File: src/rtl/mmio_uart_tx_pkg.sv
// Shared types and constants for the MMIO UART transmitter slice.
package mmio_uart_tx_pkg;

  // Bits per UART character (8N1 framing carries one byte per frame).
  localparam int BITS_PER_BYTE = 8;

  // Default MMIO word width of the core.
  localparam int MMIO_BUS_WIDTH = 32;

  // Transmit FSM states, 2-bit encoding.
  typedef enum logic [1:0] {
    ST_IDLE  = 2'd0,
    ST_START = 2'd1,
    ST_DATA  = 2'd2,
    ST_STOP  = 2'd3
  } tx_state_t;

endpackage

File: src/rtl/mmio_uart_tx_if.sv
// Bundle between the processor's MMIO word and the UART transmitter:
// the word going in plus the serial line and status coming back.
interface mmio_uart_tx_if #(
  parameter int BUS_WIDTH  = 32,
  parameter int FIFO_DEPTH = 4
);
  logic [BUS_WIDTH-1:0]          mmio_data;
  logic                          uart_tx;
  logic                          tx_busy;
  logic [$clog2(FIFO_DEPTH):0]   fifo_count;
  logic                          overflow;

  // Processor / system side: drives the word, observes line and status.
  modport master (
    output mmio_data,
    input  uart_tx,
    input  tx_busy,
    input  fifo_count,
    input  overflow
  );

  // Transmitter side.
  modport slave (
    input  mmio_data,
    output uart_tx,
    output tx_busy,
    output fifo_count,
    output overflow
  );
endinterface

File: src/rtl/mmio_uart_tx_fifo.sv
// mmio_fifo: small synchronous circular FIFO shared by MMIO peripherals.
// The head entry is visible combinationally so a consumer can load it on
// the same edge it pops. A push into a full FIFO is taken only when a pop
// frees the slot in the same cycle.
module mmio_fifo #(
  parameter int WIDTH = 32,
  parameter int DEPTH = 4
) (
  input  logic                     clk,
  input  logic                     rst,
  input  logic                     push,
  input  logic                     pop,
  input  logic [WIDTH-1:0]         wr_data,
  output logic [WIDTH-1:0]         rd_data,
  output logic                     full,
  output logic                     empty,
  output logic [$clog2(DEPTH):0]   count
);
  localparam int PTR_W = $clog2(DEPTH);

  logic [WIDTH-1:0] mem [DEPTH];
  logic [PTR_W-1:0] wr_ptr_reg;
  logic [PTR_W-1:0] rd_ptr_reg;
  logic [PTR_W:0]   count_reg;
  logic             do_push;
  logic             do_pop;

  assign empty   = (count_reg == '0);
  assign full    = (count_reg == (PTR_W + 1)'(DEPTH));
  assign do_pop  = pop & ~empty;
  assign do_push = push & (~full | do_pop);
  assign rd_data = mem[rd_ptr_reg];
  assign count   = count_reg;

  // Storage write; pointers wrap naturally because DEPTH is a power of 2.
  always_ff @(posedge clk) begin
    if (do_push) begin
      mem[wr_ptr_reg] <= wr_data;
    end
  end

  // Pointer and occupancy bookkeeping.
  always_ff @(posedge clk) begin
    if (rst) begin
      wr_ptr_reg <= '0;
      rd_ptr_reg <= '0;
      count_reg  <= '0;
    end else begin
      if (do_push) begin
        wr_ptr_reg <= wr_ptr_reg + 1'b1;
      end
      if (do_pop) begin
        rd_ptr_reg <= rd_ptr_reg + 1'b1;
      end
      case ({do_push, do_pop})
        2'b10:   count_reg <= count_reg + 1'b1;
        2'b01:   count_reg <= count_reg - 1'b1;
        default: count_reg <= count_reg;
      endcase
    end
  end

endmodule

File: src/rtl/mmio_uart_tx.sv
// mmio_uart_tx: watches the processor's MMIO word, queues every change and
// sends each queued word as BUS_WIDTH/8 back-to-back 8N1 frames, LSB byte first.
module mmio_uart_tx
  import mmio_uart_tx_pkg::*;
#(
  parameter int BUS_WIDTH    = MMIO_BUS_WIDTH,
  parameter int CLKS_PER_BIT = 868,
  parameter int FIFO_DEPTH   = 4
) (
  input  logic           clk,
  input  logic           rst,
  mmio_uart_tx_if.slave  bus
);
  localparam int CNT_W  = $clog2(CLKS_PER_BIT);
  localparam int NBYTES = BUS_WIDTH / BITS_PER_BYTE;
  localparam int BYTE_W = (NBYTES > 1) ? $clog2(NBYTES) : 1;

  logic [BUS_WIDTH-1:0]          last_val_reg;
  logic                          overflow_reg;
  tx_state_t                     state_reg;
  logic [CNT_W-1:0]              baud_cnt_reg;
  logic [2:0]                    bit_idx_reg;
  logic [BYTE_W-1:0]             byte_idx_reg;
  logic [BUS_WIDTH-1:0]          sh_reg;
  logic                          uart_tx_reg;
  logic                          line_next;

  logic                          push_req;
  logic                          pop;
  logic                          fifo_full;
  logic                          fifo_empty;
  logic [$clog2(FIFO_DEPTH):0]   fifo_count;
  logic [BUS_WIDTH-1:0]          head;
  logic                          baud_wrap;

  assign push_req  = (bus.mmio_data != last_val_reg);
  assign pop       = (state_reg == ST_IDLE) & ~fifo_empty;
  assign baud_wrap = (baud_cnt_reg == CNT_W'(CLKS_PER_BIT - 1));

  mmio_fifo #(
    .WIDTH (BUS_WIDTH),
    .DEPTH (FIFO_DEPTH)
  ) u_fifo (
    .clk     (clk),
    .rst     (rst),
    .push    (push_req),
    .pop     (pop),
    .wr_data (bus.mmio_data),
    .rd_data (head),
    .full    (fifo_full),
    .empty   (fifo_empty),
    .count   (fifo_count)
  );

  // Change detector history and sticky drop flag.
  always_ff @(posedge clk) begin
    if (rst) begin
      last_val_reg <= '0;
      overflow_reg <= 1'b0;
    end else begin
      last_val_reg <= bus.mmio_data;
      if (push_req && fifo_full && !pop) begin
        overflow_reg <= 1'b1;
      end
    end
  end

  // Line level implied by the current state; sh_reg[0] is always the next data bit.
  always_comb begin
    line_next = 1'b1;
    case (state_reg)
      ST_START: line_next = 1'b0;
      ST_DATA:  line_next = sh_reg[0];
      default:  line_next = 1'b1;
    endcase
  end

  // Transmit FSM with baud counter; the line flop follows the state one cycle later.
  always_ff @(posedge clk) begin
    if (rst) begin
      state_reg    <= ST_IDLE;
      baud_cnt_reg <= '0;
      bit_idx_reg  <= '0;
      byte_idx_reg <= '0;
      sh_reg       <= '0;
      uart_tx_reg  <= 1'b1;
    end else begin
      uart_tx_reg <= line_next;
      case (state_reg)
        ST_IDLE: begin
          baud_cnt_reg <= '0;
          if (!fifo_empty) begin
            sh_reg       <= head;
            byte_idx_reg <= '0;
            state_reg    <= ST_START;
          end
        end
        ST_START: begin
          if (baud_wrap) begin
            baud_cnt_reg <= '0;
            bit_idx_reg  <= '0;
            state_reg    <= ST_DATA;
          end else begin
            baud_cnt_reg <= baud_cnt_reg + 1'b1;
          end
        end
        ST_DATA: begin
          if (baud_wrap) begin
            baud_cnt_reg <= '0;
            sh_reg       <= sh_reg >> 1;
            if (bit_idx_reg == 3'(BITS_PER_BYTE - 1)) begin
              state_reg <= ST_STOP;
            end else begin
              bit_idx_reg <= bit_idx_reg + 1'b1;
            end
          end else begin
            baud_cnt_reg <= baud_cnt_reg + 1'b1;
          end
        end
        ST_STOP: begin
          if (baud_wrap) begin
            baud_cnt_reg <= '0;
            if (byte_idx_reg != BYTE_W'(NBYTES - 1)) begin
              byte_idx_reg <= byte_idx_reg + 1'b1;
              state_reg    <= ST_START;
            end else begin
              state_reg <= ST_IDLE;
            end
          end else begin
            baud_cnt_reg <= baud_cnt_reg + 1'b1;
          end
        end
        default: state_reg <= ST_IDLE;
      endcase
    end
  end

  assign bus.uart_tx    = uart_tx_reg;
  assign bus.tx_busy    = (state_reg != ST_IDLE) | (fifo_count != '0);
  assign bus.fifo_count = fifo_count;
  assign bus.overflow   = overflow_reg;

endmodule

File: src/flat_wrapper.sv
// flat-port wrapper written by rule: the top's interface ports become plain ports
module mmio_uart_tx_flat import mmio_uart_tx_pkg::*;
#(
  parameter int BUS_WIDTH    = MMIO_BUS_WIDTH,
  parameter int CLKS_PER_BIT = 868,
  parameter int FIFO_DEPTH   = 4
)
  (clk, rst, bus_mmio_data, bus_uart_tx, bus_tx_busy, bus_fifo_count, bus_overflow);
  mmio_uart_tx_if #(.BUS_WIDTH(BUS_WIDTH), .FIFO_DEPTH(FIFO_DEPTH)) bus_i ();
  input  logic clk;
  input  logic rst;
  input wire logic [$bits(bus_i.mmio_data)-1:0] bus_mmio_data;
  output wire logic [$bits(bus_i.uart_tx)-1:0] bus_uart_tx;
  output wire logic [$bits(bus_i.tx_busy)-1:0] bus_tx_busy;
  output wire logic [$bits(bus_i.fifo_count)-1:0] bus_fifo_count;
  output wire logic [$bits(bus_i.overflow)-1:0] bus_overflow;
  assign bus_i.mmio_data = bus_mmio_data;
  assign bus_uart_tx = bus_i.uart_tx;
  assign bus_tx_busy = bus_i.tx_busy;
  assign bus_fifo_count = bus_i.fifo_count;
  assign bus_overflow = bus_i.overflow;
  mmio_uart_tx #(.BUS_WIDTH(BUS_WIDTH), .CLKS_PER_BIT(CLKS_PER_BIT), .FIFO_DEPTH(FIFO_DEPTH)) u_core (.clk(clk), .rst(rst), .bus(bus_i));
endmodule
File: config.mk
export PLATFORM = sky130hd
export DESIGN_NAME = mmio_uart_tx_flat
export DESIGN_NICKNAME = d
export VERILOG_FILES = /design/src/rtl/mmio_uart_tx_pkg.sv /design/src/rtl/mmio_uart_tx_if.sv /design/src/rtl/mmio_uart_tx_fifo.sv /design/src/rtl/mmio_uart_tx.sv /design/src/flat_wrapper.sv
export SDC_FILE = /design/constraint.sdc
export NUM_CORES = 1
export LEC_CHECK = 0
export ABC_AREA = 1
export CAP_MARGIN = 5
export CELL_PAD_IN_SITES_DETAIL_PLACEMENT = 1
export CELL_PAD_IN_SITES_GLOBAL_PLACEMENT = 1
export CORE_MARGIN = 2
export CORE_UTILIZATION = 45
export DETAILED_ROUTE_END_ITERATION = 10
export GPL_TIMING_DRIVEN = 0
export PLACE_DENSITY_LB_ADDON = 0.1
export SYNTH_ARGS = -nofsm -noshare
export SYNTH_HDL_FRONTEND = slang
export SYNTH_HIERARCHICAL = 1
export SYNTH_SLANG_ARGS = --single-unit
File: constraint.sdc
create_clock -name clk -period 4 [get_ports clk]
set_input_delay 0.4 -clock clk [delete_from_list [all_inputs] [get_ports clk]]
set_output_delay 0.4 -clock clk [all_outputs]
set_load 0.01 [all_outputs]
==> impl_metrics.py, run 1 <==
metrics = {
    "status": {
        "status": "completed",
    },
    "power_and_ir_drop": {
        "power_frac_clock_pct": 28.7,
        "seq_power_share_pct": 38.7,
        "leakagePower_nw": 4.405,
        "power.switching_w": 0.002638,
        "p_int_w": 0.005229,
        "power_density_nw_per_um2": 719.5,
        "peakVddDrop_mv": 0.3405,
        "comb_power_share_pct": 32.6,
        "switching_share_pct": 33.53,
    },
    "floorplan": {
        "io_pins": 40,
        "rows": 52,
        "start_util_pct": 45.84,
        "die_y_um": 147.3,
        "fp.dieW_um": 147.3,
        "design.core.area_um2": 20170,
        "floorplan.die_area_um2": 21710,
    },
    "place": {
        "placed_area_um2": 10110,
        "pre_cts_slack_ps": 630.2,
        "globalplace.congestion": 0.7527,
        "portBuffers": 39,
        "hpwl_um": 15140,
    },
    "sta": {
        "fin_ws_ps": 1142,
        "worst_slew_pin_slew_ps": 824.9,
        "rsz0062_at_grt": "no",
        "skew_ps": 15.35,
        "setup_viol": 0,
        "slew_violations": 0,
        "finalHoldViolCount": 0,
        "max_freq_mhz": 349.8,
        "maxSlewHeadroom_pct": 45.01,
        "setup-tns-final_ps": 0,
        "hold_ws_ps": 449.8,
        "fin_crit_ps": 2858,
        "period_share_pct": 71.46,
    },
    "global_route": {
        "grt_pass1_vias": 6960,
        "antenna_found_initial": 0,
        "grt_max_degree": 19,
        "track_usage_pct": 20.93,
        "grt-ovfl-total": 0,
        "grt_pass1_wl_um": 35950,
    },
    "route": {
        "initialDrtViolationCount": 233,
        "via_per_inst": 5.200,
        "num_vias": 6370,
        "routed_wl_um": 22180,
        "drtPass1Iterations": 4,
        "drc_errors": 0,
        "ant_nets": 0,
        "routedWlPerCell_um": 18.11,
    },
    "hold_path": {
        "hp-class": "reg2reg",
        "hp-start": "u_core/baud_cnt_reg[0]",
    },
    "worst_setup_path": {
        "worstPathCellList": "clkdlybuf4s50_1, xnor2_1, nand2_1, nor2_1, nand2_1, nor2_1, nand2_1, inv_1, nand3_2, fa_1, inv_1, nand4_1, a21oi_1, nor2_1",
        "crit_path_max_incr_delay_ps": 620,
        "r2r_start": "u_core/state_reg[0]",
        "worstPathRequired_ps": 4410,
        "crit_start": "bus_mmio_data[0]",
        "reg2reg_slack_ps": 1320,
        "crit_arrival_ps": 3260,
        "end_kind": "register",
        "critPathKind": "in2reg",
        "cp_max_fo": 6,
        "startpoint_type": "input pin",
        "cp_slowest_cell": "clkdlybuf4s50_1",
    },
    "cells_and_area": {
        "finish.instance_area_um2": 10930,
        "largest_register_ff_count": 128,
        "diodes": 0,
        "fin_util_pct": 54.21,
        "syn_to_final_growth_pct": 18.26,
        "final_cell_mix": "nand2_1, edfxtp_1, nor2_1",
        "drive_above_1_share_pct": 12.88,
        "mostFrequentLayoutCell": "nand2_1",
        "nets": 985,
    },
    "logic_synthesis": {
        "synth-seq-cells": 220,
        "syn_inst": 868,
        "syn-num-nets": 916,
        "synth_seq_area_share_pct": 61.50,
        "synthDistinctLibCells": 41,
        "syn_area_per_cell_um2": 10.65,
        "yosysWarningCount": 6,
        "syn_area_um2": 9245,
    },
    "clock_network": {
        "clk_path_buf_depth": 3,
        "cts_sinks": 220,
        "clk_latency_ps": 510,
        "cts_resized": 0,
        "cts-htree-levels": 1,
        "cts_root_buffer": "clkbuf_16",
        "cts_tree": "done",
        "clk_pin_slew_ps": 60,
        "post-cts-setup-buffer-count": 0,
        "cts_hold_buffers": 0,
        "cts_buffers": 24,
    },
    "job": {
        "drv_cap": 0,
    },
}
path summary, 6_finish.rpt:
| check | endpoint | depth (start not counted) |
|---|---|---|
| min reg2reg | u_core/baud_cnt_reg[0] | 1 |
| min | u_core/baud_cnt_reg[0] | 1 |
| max reg2reg | u_core/u_fifo/mem[3][14] | 9 |
| max | u_core/u_fifo/count[2] | 14 |
through the flow:
step / total power (W) / instances
2_1_floorplan: 0.004826 / 868
3_3_place_gp: 0.005480 / 1177
3_5_place_dp: 0.005670 / 1181
4_1_cts: 0.007940 / 1225
5_1_grt: 0.008312 / 1225
6_report: 0.007866 / 1225
kinds of logic (layout without fill, tap and decap cells):
logic type	after synthesis	in the layout	synth area share, %
AND/OR/NAND/NOR	334	334	17.09
flip-flops	220	220	61.50
AO/OA/AOI/OAI	156	156	10.81
buffers and inverters	116	203	5.968
XOR/XNOR	28	28	2.653
adder cells (fa/ha/maj)	14	14	1.976
layout make-up:
| type | instances | area [um^2] |
|---|---|---|
| fillers | 2169 | 9236 |
| flip-flops and latches | 220 | 5685 |
| multi-input cells | 532 | 3038 |
| clock buffers | 30 | 675.6 |
| repair buffers | 43 | 500.5 |
| well taps | 270 | 337.8 |
| inverters | 77 | 301.5 |
| plain buffers | 39 | 250.2 |
| clock inverters | 14 | 143.9 |
Yosys cell counts, drive strengths merged:
library cell | number | area share [%]
a211oi | 1 | 0.081
a21boi | 1 | 0.081
a21oi | 14 | 0.84
a31oi | 1 | 0.068
buf | 20 | 1.9
clkbuf | 19 | 0.78
clkinv | 1 | 0.18
dfxtp | 92 | 20
edfxtp | 128 | 42
fa | 1 | 0.22
ha | 13 | 1.8
inv | 76 | 3.1
nand2 | 143 | 6.3
nand3 | 45 | 4.1
nand4 | 3 | 0.37
nor2 | 136 | 5.9
nor3 | 4 | 0.22
o211a | 32 | 3.5
o211ai | 1 | 0.081
o21a | 1 | 0.081
o21ai | 73 | 4.0
o22ai | 32 | 2.2
or2 | 3 | 0.20
xnor2 | 24 | 2.3
xor2 | 4 | 0.38
per-layer routing:
| metal | track usage, % | up-vias | routed length (um) |
|---|---|---|---|
| li1 | - | 3074 | - |
| met3 | 2.764 | 39 | 635 |
| met2 | 38.55 | 94 | 11480 |
| met4 | 6.106 | 0 | 539 |
| met1 | 25.64 | 3163 | 9522 |
| met5 | 0 | - | 0 |
power by group through the flow:
stage          clock network [W]  registers [W]  logic (W)
2_1_floorplan                  0        0.00306    0.00177
3_3_place_gp                   0        0.00309    0.00239
3_5_place_dp                   0        0.00309    0.00258
4_1_cts                  0.00230        0.00305    0.00260
5_1_grt                  0.00239        0.00309    0.00283
6_report                 0.00226        0.00305    0.00256
critical path: cells and delay by family:
family	cells	cell delay, ps
AND/OR/NAND/NOR	8	1220
buffers and inverters	3	840
adder cells (fa/ha/maj)	1	470
AO/OA/AOI/OAI	1	160
XOR/XNOR	1	160
No activity file was read; power rests on OpenSTA's default activity.
==> inputs of run 2 (changes only) <==
==> constraint.sdc (replaced) <==
create_clock -name clk -period 2.7 [get_ports clk]
set_input_delay 0.27 -clock clk [delete_from_list [all_inputs] [get_ports clk]]
set_output_delay 0.27 -clock clk [all_outputs]
set_load 0.01 [all_outputs]
==> impl_metrics.py, run 2 (synthesized netlist as in run 1, its figures left out) <==
metrics = {
    "worst_setup_path": {
        "worstPathRequired_ps": 3110,
        "cp_max_fo": 6,
        "regToRegEndpoint": "u_core/u_fifo/count[2]",
        "rr_worst_depth": 13,
        "critPathKind": "in2reg",
        "end_kind": "register",
        "crit_arrival_ps": 2910,
        "reg2reg_slack_ps": 230,
        "startpoint_type": "input pin",
        "r2r_start": "u_core/last_val_reg[1]",
    },
    "global_route": {
        "grt_max_degree": 19,
        "antenna_found_initial": 0,
        "grt_pass1_wl_um": 36020,
        "grt-ovfl-total": 0,
        "grt_pass1_vias": 6981,
        "track_usage_pct": 20.97,
    },
    "sta": {
        "slew_violations": 0,
        "hold_ws_ps": 133.0,
        "max_freq_mhz": 399.0,
        "setup_viol": 0,
        "skew_ps": 15.21,
        "finalHoldViolCount": 0,
        "worst_slew_pin_slew_ps": 812.1,
        "maxSlewHeadroom_pct": 45.86,
        "period_share_pct": 92.83,
        "fin_crit_ps": 2506,
    },
    "route": {
        "routed_wl_um": 22550,
        "drtPass1Iterations": 4,
        "num_vias": 6463,
        "drc_errors": 0,
        "initialDrtViolationCount": 261,
        "via_per_inst": 5.250,
        "ant_nets": 0,
        "routedWlPerCell_um": 18.32,
    },
    "cells_and_area": {
        "mostFrequentLayoutCell": "nand2_1",
        "finalNonFillerCells": 1231,
        "final_cell_mix": "nand2_1, edfxtp_1, nor2_1",
        "largest_register_ff_count": 128,
        "nets": 991,
        "syn_to_final_growth_pct": 19.47,
        "finish.instance_area_um2": 11050,
        "diodes": 0,
        "drive_above_1_share_pct": 13.94,
    },
    "place": {
        "hpwl_um": 15140,
        "portBuffers": 39,
        "globalplace.congestion": 0.7527,
        "placed_area_um2": 10110,
        "placed_cells": 1181,
    },
    "clock_network": {
        "cts_hold_buffers": 0,
        "clk_path_buf_depth": 3,
        "cts-htree-levels": 1,
        "clk_pin_slew_ps": 60,
        "cts_tree": "done",
        "cts_sinks": 220,
        "clk_latency_ps": 510,
        "cts_buffers": 24,
        "cts_root_buffer": "clkbuf_16",
    },
    "hold_path": {
        "hp-start": "bus_mmio_data[0]",
        "holdPathStages": 3,
        "hp-class": "in2reg",
        "hold_end": "u_core/last_val_reg[0]",
    },
    "floorplan": {
        "rows": 52,
        "start_util_pct": 45.84,
        "floorplan.die_area_um2": 21710,
        "design.core.area_um2": 20170,
        "io_pins": 40,
        "fp.dieW_um": 147.3,
        "die_y_um": 147.3,
    },
    "power_and_ir_drop": {
        "leakagePower_nw": 4.473,
        "power_density_nw_per_um2": 1064,
        "power_w": 0.01175,
        "peakVddDrop_mv": 0.5045,
    },
    "status": {
        "status": "completed",
    },
    "job": {
        "drv_cap": 0,
    },
}
==> run 2: changes by cell type in the layout (fill, tap and decap cells not counted) <==
cell             before  now
nand2_2               5    6
nor2_2                3    7
nand2_1             134  133
dlymetal6s2s_1        0    2
buf_4                 5    7
clkdlybuf4s50_1      39   37
nor2_1              125  121
buf_12                3    7
==> run 2: final cells by class <==
| cell class | instances | area [um^2] |
|---|---|---|
| inverter | 77 | 301.5 |
| multi-input combinational | 532 | 3050 |
| clock buffer | 30 | 675.6 |
| buffer | 39 | 250.2 |
| timing repair buffer | 49 | 600.6 |
| sequential | 220 | 5685 |
| clock inverter | 14 | 143.9 |
| tap | 270 | 337.8 |
| fill | 2166 | 9124 |
==> run 2: how the worst max path moves through the flow <==
stage	from	end	slack [ps]	cells past startpoint
after CTS	u_core/state_reg[0]	u_core/u_fifo/mem[2][14]	20	9
final	bus_mmio_data[1]	u_core/u_fifo/count[2]	190	14
after global routing	bus_mmio_data[14]	u_core/u_fifo/count[2]	-7	14
after detailed placement	bus_mmio_data[0]	u_core/u_fifo/count[2]	-540	14
after floorplan	u_core/state_reg[0]	u_core/u_fifo/mem[0][0]	-370	8
after global placement	bus_mmio_data[26]	u_core/u_fifo/mem[3][4]	-2190	11
==> run 2: routing by layer <==
metal,routed length [um],global-route usage [%]
met1,9604,25.64
met2,11630,38.55
met4,593,6.202
met3,727,2.888
met5,0,0
==> run 2: critical path, stage by stage <==
cell	delay [ps]
clkdlybuf4s50_1	590
xnor2_1	150
nand2_1	80
nor2_1	160
nand2_1	120
nor2_2	230
nand2_2	160
inv_1	120
nand3_2	130
fa_1	460
inv_1	70
nand4_1	140
a21oi_1	150
nor2_1	60
==> run 2: repair_timing <==
action,in CTS,in global routing
gates resized for setup,1,6
endpoints found under the setup margin,15,67
setup buffers,1,5
pin swaps,1,3
==> run 2: report_power, final <==
| group | total (W) | internal, W | leakage (nW) | switching [W] |
|---|---|---|---|---|
| logic | 0.00389 | 0.00150 | 2.11 | 0.00239 |
| registers | 0.00451 | 0.00426 | 1.96 | 0.000254 |
| clock network | 0.00335 | 0.00205 | 0.402 | 0.00129 |
| total | 0.0117 | 0.00781 | 4.47 | 0.00393 |
==> run 2: metrics by stage <==
step | setup TNS, ps | util [%] | setup WS (ps)
2_1_floorplan | -47560 | - | -371.6
3_5_place_dp | -27310 | 50.14 | -539.8
6_report | 0 | 54.76 | 193.6
5_1_grt | -6.738 | 54.76 | -6.738
3_3_place_gp | -272590 | 49.45 | -2190
4_1_cts | 0 | 54.32 | 16.23
